--- config.mk ---
export PLATFORM = sky130hd
export DESIGN_NAME = div_unit
export DESIGN_NICKNAME = d
export VERILOG_FILES = /design/src/rtl/div_pkg.sv /design/src/rtl/div_unit.sv
export SDC_FILE = /design/constraint.sdc
export NUM_CORES = 1
export LEC_CHECK = 0
export ABC_CLOCK_PERIOD_IN_PS = 9300
export BUFFER_PORTS_ARGS = -buffer_cell sky130_fd_sc_hd__buf_2
export CAP_MARGIN = 20
export CORE_MARGIN = 1.5
export CORE_UTILIZATION = 60
export CTS_BUF_LIST = sky130_fd_sc_hd__clkbuf_4 sky130_fd_sc_hd__clkbuf_8
export DETAILED_ROUTE_END_ITERATION = 8
export GPL_ROUTABILITY_DRIVEN = 0
export PLACE_DENSITY = 0.81
export SYNTH_ARGS = -nofsm -noshare
export SYNTH_HDL_FRONTEND = slang
export SYNTH_SLANG_ARGS = --single-unit
--- constraint.sdc ---
create_clock -name clk -period 9.3 [get_ports clk]
set_input_delay 0.93 -clock clk [delete_from_list [all_inputs] [get_ports clk]]
set_output_delay 0.93 -clock clk [all_outputs]
set_load 0.02 [all_outputs]
--- src/rtl/div_pkg.sv ---
// Shared types and helpers for the EX-stage integer divider (div_unit).
package div_pkg;

  localparam int DIV_ITER = 32;

  typedef enum logic [1:0] {
    DIV_W  = 2'b00,
    MOD_W  = 2'b01,
    DIV_WU = 2'b10,
    MOD_WU = 2'b11
  } div_op_t;

  typedef enum logic [1:0] {
    IDLE = 2'd0,
    BUSY = 2'd1,
    FIX  = 2'd2,
    DONE = 2'd3
  } div_state_t;

  // Signed variants are div.w / mod.w
  function automatic logic is_signed(input div_op_t op);
    return (op == DIV_W) || (op == MOD_W);
  endfunction

  // Remainder-producing variants are mod.w / mod.wu
  function automatic logic is_mod(input div_op_t op);
    return (op == MOD_W) || (op == MOD_WU);
  endfunction

  // Two's-complement magnitude; 0x8000_0000 maps to itself (read as unsigned)
  function automatic logic [31:0] abs32(input logic [31:0] v);
    return v[31] ? (32'd0 - v) : v;
  endfunction

endpackage

--- src/rtl/div_unit.sv ---
// Multi-cycle restoring radix-2 divider for div.w/mod.w/div.wu/mod.wu.
// Holds the pipeline via stall_div until the result is ready.
// Optional build macro: DIV_EARLY_OUT_EN (single-cycle trivial cases).
module div_unit
  import div_pkg::*;
#(
  parameter int DATA_W = 32,
  parameter int CNT_W  = 6
) (
  input  logic              clk,
  input  logic              rstn,
  input  logic              flush,
  input  logic              stall_dcache,
  input  logic              div_en,
  input  div_op_t           div_op,
  input  logic [DATA_W-1:0] src1,
  input  logic [DATA_W-1:0] src2,
  output logic              stall_div,
  output logic              div_done,
  output logic [DATA_W-1:0] div_result
);

  localparam logic [DATA_W-1:0] ALL0 = {DATA_W{1'b0}};
  localparam logic [DATA_W-1:0] ALL1 = {DATA_W{1'b1}};
  localparam logic [CNT_W-1:0]  CNT_LAST = CNT_W'(DIV_ITER - 1);

  div_state_t        state_r, state_next;
  div_op_t           op_r;
  logic              neg_q_r, neg_r_r, dz_r;
  logic [DATA_W-1:0] dvs_r, rem_r, quo_r;
  logic [CNT_W-1:0]  cnt_r;

  logic              sgn_s;
  logic [DATA_W-1:0] mag1_s, mag2_s;
  logic [DATA_W:0]   shifted_s;
  logic              no_borrow_s;
  logic [DATA_W-1:0] diff_s, q_fix_s, r_fix_s, result_s;

  // Operand magnitudes and one restoring step on the iteration pair
  always_comb begin
    sgn_s       = is_signed(div_op);
    mag1_s      = sgn_s ? abs32(src1) : src1;
    mag2_s      = sgn_s ? abs32(src2) : src2;
    shifted_s   = {rem_r, quo_r[DATA_W-1]};
    no_borrow_s = (shifted_s >= {1'b0, dvs_r});
    // When no borrow, the true difference is below the divisor and fits DATA_W bits
    diff_s      = shifted_s[DATA_W-1:0] - dvs_r;
    // Divide-by-zero keeps the all-ones quotient unsigned-looking
    q_fix_s     = (neg_q_r && !dz_r) ? (ALL0 - quo_r) : quo_r;
    r_fix_s     = neg_r_r ? (ALL0 - rem_r) : rem_r;
    result_s    = is_mod(op_r) ? r_fix_s : q_fix_s;
  end

`ifdef DIV_EARLY_OUT_EN
  logic              early_s;
  logic [DATA_W-1:0] early_q_s, early_r_s, early_result_s;

  // Trivial cases resolved at accept; signed overflow falls under |src2|==1
  always_comb begin
    early_s = (mag2_s == ALL0) || (mag1_s < mag2_s) ||
              (mag2_s == {{(DATA_W-1){1'b0}}, 1'b1});
    if (mag2_s == ALL0) begin
      early_q_s = ALL1;
      early_r_s = src1;
    end else if (mag1_s < mag2_s) begin
      early_q_s = ALL0;
      early_r_s = src1;
    end else if (sgn_s && (src1[DATA_W-1] ^ src2[DATA_W-1])) begin
      early_q_s = ALL0 - mag1_s;
      early_r_s = ALL0;
    end else begin
      early_q_s = mag1_s;
      early_r_s = ALL0;
    end
    early_result_s = is_mod(div_op) ? early_r_s : early_q_s;
  end
`endif

  // State register
  always_ff @(posedge clk) begin
    if (!rstn) begin
      state_r <= IDLE;
    end else begin
      state_r <= state_next;
    end
  end

  // Next-state logic; flush overrides everything but reset
  always_comb begin
    state_next = state_r;
    if (flush) begin
      state_next = IDLE;
    end else begin
      case (state_r)
        IDLE: begin
          if (div_en) begin
`ifdef DIV_EARLY_OUT_EN
            state_next = early_s ? DONE : BUSY;
`else
            state_next = BUSY;
`endif
          end else begin
            state_next = IDLE;
          end
        end
        BUSY: begin
          if (!div_en) begin
            state_next = IDLE;
          end else if (cnt_r == CNT_LAST) begin
            state_next = FIX;
          end else begin
            state_next = BUSY;
          end
        end
        FIX: begin
          if (!div_en) begin
            state_next = IDLE;
          end else begin
            state_next = DONE;
          end
        end
        DONE: begin
          if (!stall_dcache) begin
            state_next = IDLE;
          end else begin
            state_next = DONE;
          end
        end
        default: state_next = IDLE;
      endcase
    end
  end

  // Pipeline freeze request: asserted from the accept cycle until DONE
  always_comb begin
    stall_div = div_en && (state_r != DONE);
  end

  // Operand capture, iteration datapath and registered result
  always_ff @(posedge clk) begin
    if (!rstn) begin
      op_r       <= DIV_W;
      neg_q_r    <= 1'b0;
      neg_r_r    <= 1'b0;
      dz_r       <= 1'b0;
      dvs_r      <= ALL0;
      rem_r      <= ALL0;
      quo_r      <= ALL0;
      cnt_r      <= {CNT_W{1'b0}};
      div_result <= ALL0;
      div_done   <= 1'b0;
    end else begin
      case (state_r)
        IDLE: begin
          if (div_en && !flush) begin
            op_r    <= div_op;
            neg_q_r <= sgn_s && (src1[DATA_W-1] ^ src2[DATA_W-1]);
            neg_r_r <= sgn_s && src1[DATA_W-1];
            dz_r    <= (src2 == ALL0);
            dvs_r   <= mag2_s;
            quo_r   <= mag1_s;
            rem_r   <= ALL0;
            cnt_r   <= {CNT_W{1'b0}};
`ifdef DIV_EARLY_OUT_EN
            if (early_s) begin
              div_result <= early_result_s;
            end
`endif
          end
        end
        BUSY: begin
          rem_r <= no_borrow_s ? diff_s : shifted_s[DATA_W-1:0];
          quo_r <= {quo_r[DATA_W-2:0], no_borrow_s};
          cnt_r <= cnt_r + CNT_W'(1);
        end
        FIX: begin
          if (state_next == DONE) begin
            div_result <= result_s;
          end
        end
        DONE: begin
          div_result <= div_result;
        end
        default: begin
          cnt_r <= {CNT_W{1'b0}};
        end
      endcase
      div_done <= (state_next == DONE);
    end
  end

endmodule

Word-level counts from Yosys, hierarchy flattened --
Index checks and enable logic that the tools add are counted.
Word-level totals: input bits 71, register bits after elaboration 142, output and inout bits 34
Cells by class: reductions and logical operators 16, magnitude comparators 1, add/subtract/negate cells 6, mux-type cells 21, eq/ne operators 10, bitwise logic cells 1
Operator list (count):
- $mux W32 | 10
- $pmux W32 S2 | 2
- $sub A1 B32 Y32 const A | 4
- $ge A33 B32 Y1 | 1
- $logic_not A32 Y1 | 1
- $sub A32 B32 Y32 | 1
- $pmux W6 S2 | 1
- $mux W2 | 5
- $eq A2 B2 Y1 const B | 4
- $pmux W2 S4 | 1
- $add A6 B1 Y6 const B | 1
- $eq A2 B1 Y1 const B | 3
- $eq A6 B5 Y1 const B | 1
- $mux W6 | 1
- $reduce_and A2 Y1 | 3
- $logic_and A1 B1 Y1 | 5
- $logic_not A2 Y1 | 2
- $ne A2 B2 Y1 const B | 2
- $logic_not A1 Y1 | 2
- $logic_or A1 B1 Y1 | 2
- $reduce_bool A2 Y1 | 1
- $mux W1 | 1
- $xor A1 B1 Y1 | 1

Depth between registers and ports, before layout --
depth after elaboration 7, mapped depth 13

Worst setup path before layout --
No wires, ideal clock.
kind register to register, start point register quo_r[31], end point register rem_r[26], period minus slack after synthesis 3002 ps, stages on the path, launching flop included 14, required time 9176 ps, setup slack 6298 ps, buffers on the path 0, arrival 2878 ps, path through dfxtp_1 inv_1 ha_1 inv_1 fa_1 a21o_1 a221o_1 a221o_1 a211o_1 a21o_1 a211oi_2 xnor2_1 mux2i_1 o21ai_1
Between the ends: word-level cells in the longest chain between the ends 3, elaborated cells on any way between the ends 4, classes of those cells add/sub (1); order compare (1); mux (2)
RTL lines:
- from (decl) | line div_unit.sv:30 | logic [DATA_W-1:0] dvs_r, rem_r, quo_r;
- from (signal assigned) | line div_unit.sv:161 | quo_r <= mag1_s;
- from (signal assigned) | line div_unit.sv:173 | quo_r <= {quo_r[DATA_W-2:0], no_borrow_s};
- $sub A32 B32 Y32 / $ge A33 B32 Y1 (equally long branches) | line div_unit.sv:47, div_unit.sv:45
- $mux W32 (*) | line div_unit.sv:172 | rem_r <= no_borrow_s ? diff_s : shifted_s[DATA_W-1:0];
- $pmux W32 S2 (*) | line div_unit.sv:153 | case (state_r)
- to (signal assigned) | line div_unit.sv:172
- to (decl) | line div_unit.sv:30
Every way passes the cells marked *; elsewhere a longest branch is shown, timed or not. A chain may end at the register's enable or synchronous reset.

Final worst setup path --
Ends and elaborated chain as after synthesis.

==> impl_metrics.yaml <==
run_status:
  outcome: "finished, final reports clean"
routing:
  antenna_left: 0
  drt_first_pass_iters: 6
  drt-total-wl_microns: 27300
  num_vias: 9924
  via_per_inst: 6.13
  post_drt_wl_per_cell_microns: 16.9
  drc: 0
  drt_first_iter_violations: 894
worst_setup_path:
  critical_path.startpoint_type: "flip-flop"
  timing.critical_path.slowest_cell_delay_ns: 0.43
  setup.worst_path.end_class: "flip-flop"
  critical_path.cell_chain: "inv_1 > ha_1 > inv_1 > fa_1 > a21o_1 > a221o_1 > a221o_1 > a211o_1 > a21o_1 > a211oi_2 > xnor2_1 > mux2i_1 > o21ai_1"
  worstPathArrival_ns: 3.63
  criticalPathCategory: "flip-flop to flip-flop"
  critical_path_required_ns: 9.62
  worstRegToRegCells: 13
  timing.critical_path.slowest_stage_cell: "a221o_1"
  critical_path_peak_fanout: 4
cts:
  number_of_levels_the_h_tree_was_split_into: 4
  clock_buffers_created_by_tritoncts: 17
  clock-root-buffer: "clkbuf_8"
  post_cts_resized: 0
  cts_tree: "done"
  clk_pin_slew_ns: 0.09
  worstSkewPairLatency_ns: 0.46
  cts.hold.buffers_added: 0
  clk_path_buf_depth: 2
  clock_sink_count: 141
  cts_setup_buffers: 0
logic_synthesis:
  synthesis.yosys.warnings: 0
  synth_async_sr_flop_share: 0
  post_synth.cell_area_avg_sq_um: 7.37
  yosysTopAreaCell: "dfxtp_1"
  synth_edf_count: 0
  synth_cell_type_count: 64
  yosys-top-cells-area: "dfxtp_1, a21oi_1, xor2_1"
  postSynth.topFlopCell: "dfxtp_1"
  netlist_top_cells_count: "nand2_1, a21oi_1, dfxtp_1, nor2_1, o21ai_0"
  sequential_to_total_area_share_from_yosys_stat: 0.287
  synthesis.nets: 1443
  yosys.cell_count.top_type: "nand2_1"
  syn-instance-count: 1334
  synth-seq-cells: 141
  syn-cell-area_sq_mm: 0.00984
  synth_top_cell_area_share: 0.287
floorplan:
  initial_utilization: 0.617
  die_width_microns: 131
  total_die_area_sq_mm: 0.0172
  num_rows: 46
  core_sq_mm: 0.0159
  num_io_pins: 105
  die_height_microns: 131
timing:
  finalHoldViolCount: 0
  post-route-period-util: 0.356
  timing.setup.tns_ns: 0
  setup-violations-final: 0
  rsz0062_at_grt: "false"
  maxSlewHeadroom: 0.330
  max_slew.worst_pin.slew_ns: 1.00
  timing_max_transition_violations_final: 0
  timing.clock.skew_ns: 0.0115
  period_needed_ns: 3.31
  layout_setup_ws_ns: 5.99
  max_clock_freq_ghz: 0.302
finish:
  final_core_util: 0.684
  final_nets: 1498
  final-instance-count-excl-fill: 1618
  ant_diodes: 0
  areaGrowthSynthToFinish_pct: 10.9
  n_fill_cell: 1408
  final_layout_size_suffix_gt1_frac: 0.118
power_and_ir_drop:
  p_per_area_mw_per_mm2: 154
  leakage_nw: 4.32
  worst_ir_drop_vdd_mv: 0.0989
  totalPowerFinal_mw: 1.68
grt:
  grt_pass1_vias: 8691
  gr-total-overflow: 0
  grt_usage: 0.327
  grt_max_degree: 97
  grt_pass1_wl_microns: 44100
  grt_antenna_before_repair: 0
flow_run:
  maxCapViolCount: 0
place:
  placed_cells: 1584
  place.detailed.hpwl_microns: 20300
  placement.setup.worst_slack_ns: 5.97
  port-buffer-count: 104
worst_hold_path:
  whs_path_cells: 2
  holdCritPathClass: "flip-flop to flip-flop"
## cell type report
class	instances	area [sq um]	area share
Multi-Input combinational cell	1063	6540	0.600
Inverter	50	188	0.0172
Clock inverter	14	208	0.0190
Clock buffer	18	248	0.0227
Tap cell	216	270	0.0248
Timing Repair Buffer	116	631	0.0578
Sequential cell	141	2820	0.259
## per-layer routing
metal,wire length [microns],part of all wire,GRT usage,vias to the layer above
li1,-,-,-,4880
met1,12700,0.47,0.471,4589
met2,12100,0.44,0.496,400
met3,1780,0.065,0.0513,55
met4,704,0.026,0.118,0
met5,0,0,0,-
## kinds of logic (layout without fill, tap and decap cells)
kind of cell,after synthesis,count (layout),share of synthesized area
fa+ha+maj,38,38,0.0491
mux,12,12,0.0125
simple gates,445,445,0.208
xor+xnor,140,140,0.125
flops,141,141,0.287
buf+inv,130,198,0.0497
compound gates,428,428,0.269
## metrics by stage
| step | area, sq um | hold WS (ns) |
|---|---|---|
| 2_1_floorplan | 9840 | 0.432 |
| 3_3_place_gp | 10400 | 0.440 |
| 3_5_place_dp | 10400 | 0.446 |
| 4_1_cts | 10900 | 0.457 |
| 5_1_grt | 10900 | 0.478 |
| 6_report | 10900 | 0.452 |
## path summary, 6_finish.rpt
kind / to / slack (ns) / start
hold / removal: dvs_r[26]$_SDFFE_PN0P_ / 0.45 / dvs_r[26]$_SDFFE_PN0P_
setup reg to reg: rem_r[26]$_SDFFE_PN0P_ / 5.99 / quo_r[31]$_SDFFE_PN0P_
setup / recovery: rem_r[26]$_SDFFE_PN0P_ / 5.99 / quo_r[31]$_SDFFE_PN0P_
hold reg to reg: dvs_r[26]$_SDFFE_PN0P_ / 0.45 / dvs_r[26]$_SDFFE_PN0P_
## state kept, by name, indices dropped and copies added (netlist names)
| name | count |
|---|---|
| cnt_r | 6 |
| div_done | 1 |
| div_result | 32 |
| dvs_r | 32 |
| dz_r | 1 |
| neg_q_r | 1 |
| neg_r_r | 1 |
| op_r | 1 |
| quo_r | 32 |
| rem_r | 32 |
| state_r | 2 |
## placed cells by master (no fill, tap or decap), types with 9 or more instances in the layout
| master | n |
|---|---|
| or4_1 | 9 |
| inv_1 | 49 |
| o21ai_0 | 100 |
| o31ai_1 | 22 |
| and3_1 | 10 |
| clkbuf_8 | 18 |
| nand2_1 | 165 |
| ha_1 | 37 |
| nor4_1 | 13 |
| or3_1 | 9 |
| nand3_1 | 25 |
| o211ai_1 | 23 |
| nor2b_1 | 10 |
| dfxtp_1 | 140 |
| nor2_1 | 125 |
| o41ai_1 | 16 |
| buf_2 | 104 |
| nand2b_1 | 13 |
| buf_4 | 11 |
| a21oi_1 | 152 |
| xor2_1 | 82 |
| xnor2_1 | 58 |
| nor3_1 | 29 |
| mux2i_1 | 10 |
| a21o_1 | 9 |
| a22oi_1 | 30 |
| a211oi_1 | 34 |
## critical path: cells and delay by family (launching register included)
| family | cells | cell delay [ns] |
|---|---|---|
| buffers and inverters | 2 | 0.11 |
| DFF | 1 | 0.35 |
| muxes | 1 | 0.13 |
| AOI/OAI and AO/OA | 7 | 1.94 |
| adders and majority gates | 2 | 0.55 |
| xor gates and xnor gates | 1 | 0.09 |
## where the power goes
| part | internal (mW) | leakage (nW) | switching, mW |
|---|---|---|---|
| Combinational | 0.173 | 2.95 | 0.275 |
| Sequential | 0.626 | 1.15 | 0.0313 |
| Clock | 0.306 | 0.223 | 0.265 |
(Power assumes the default switching activity.)
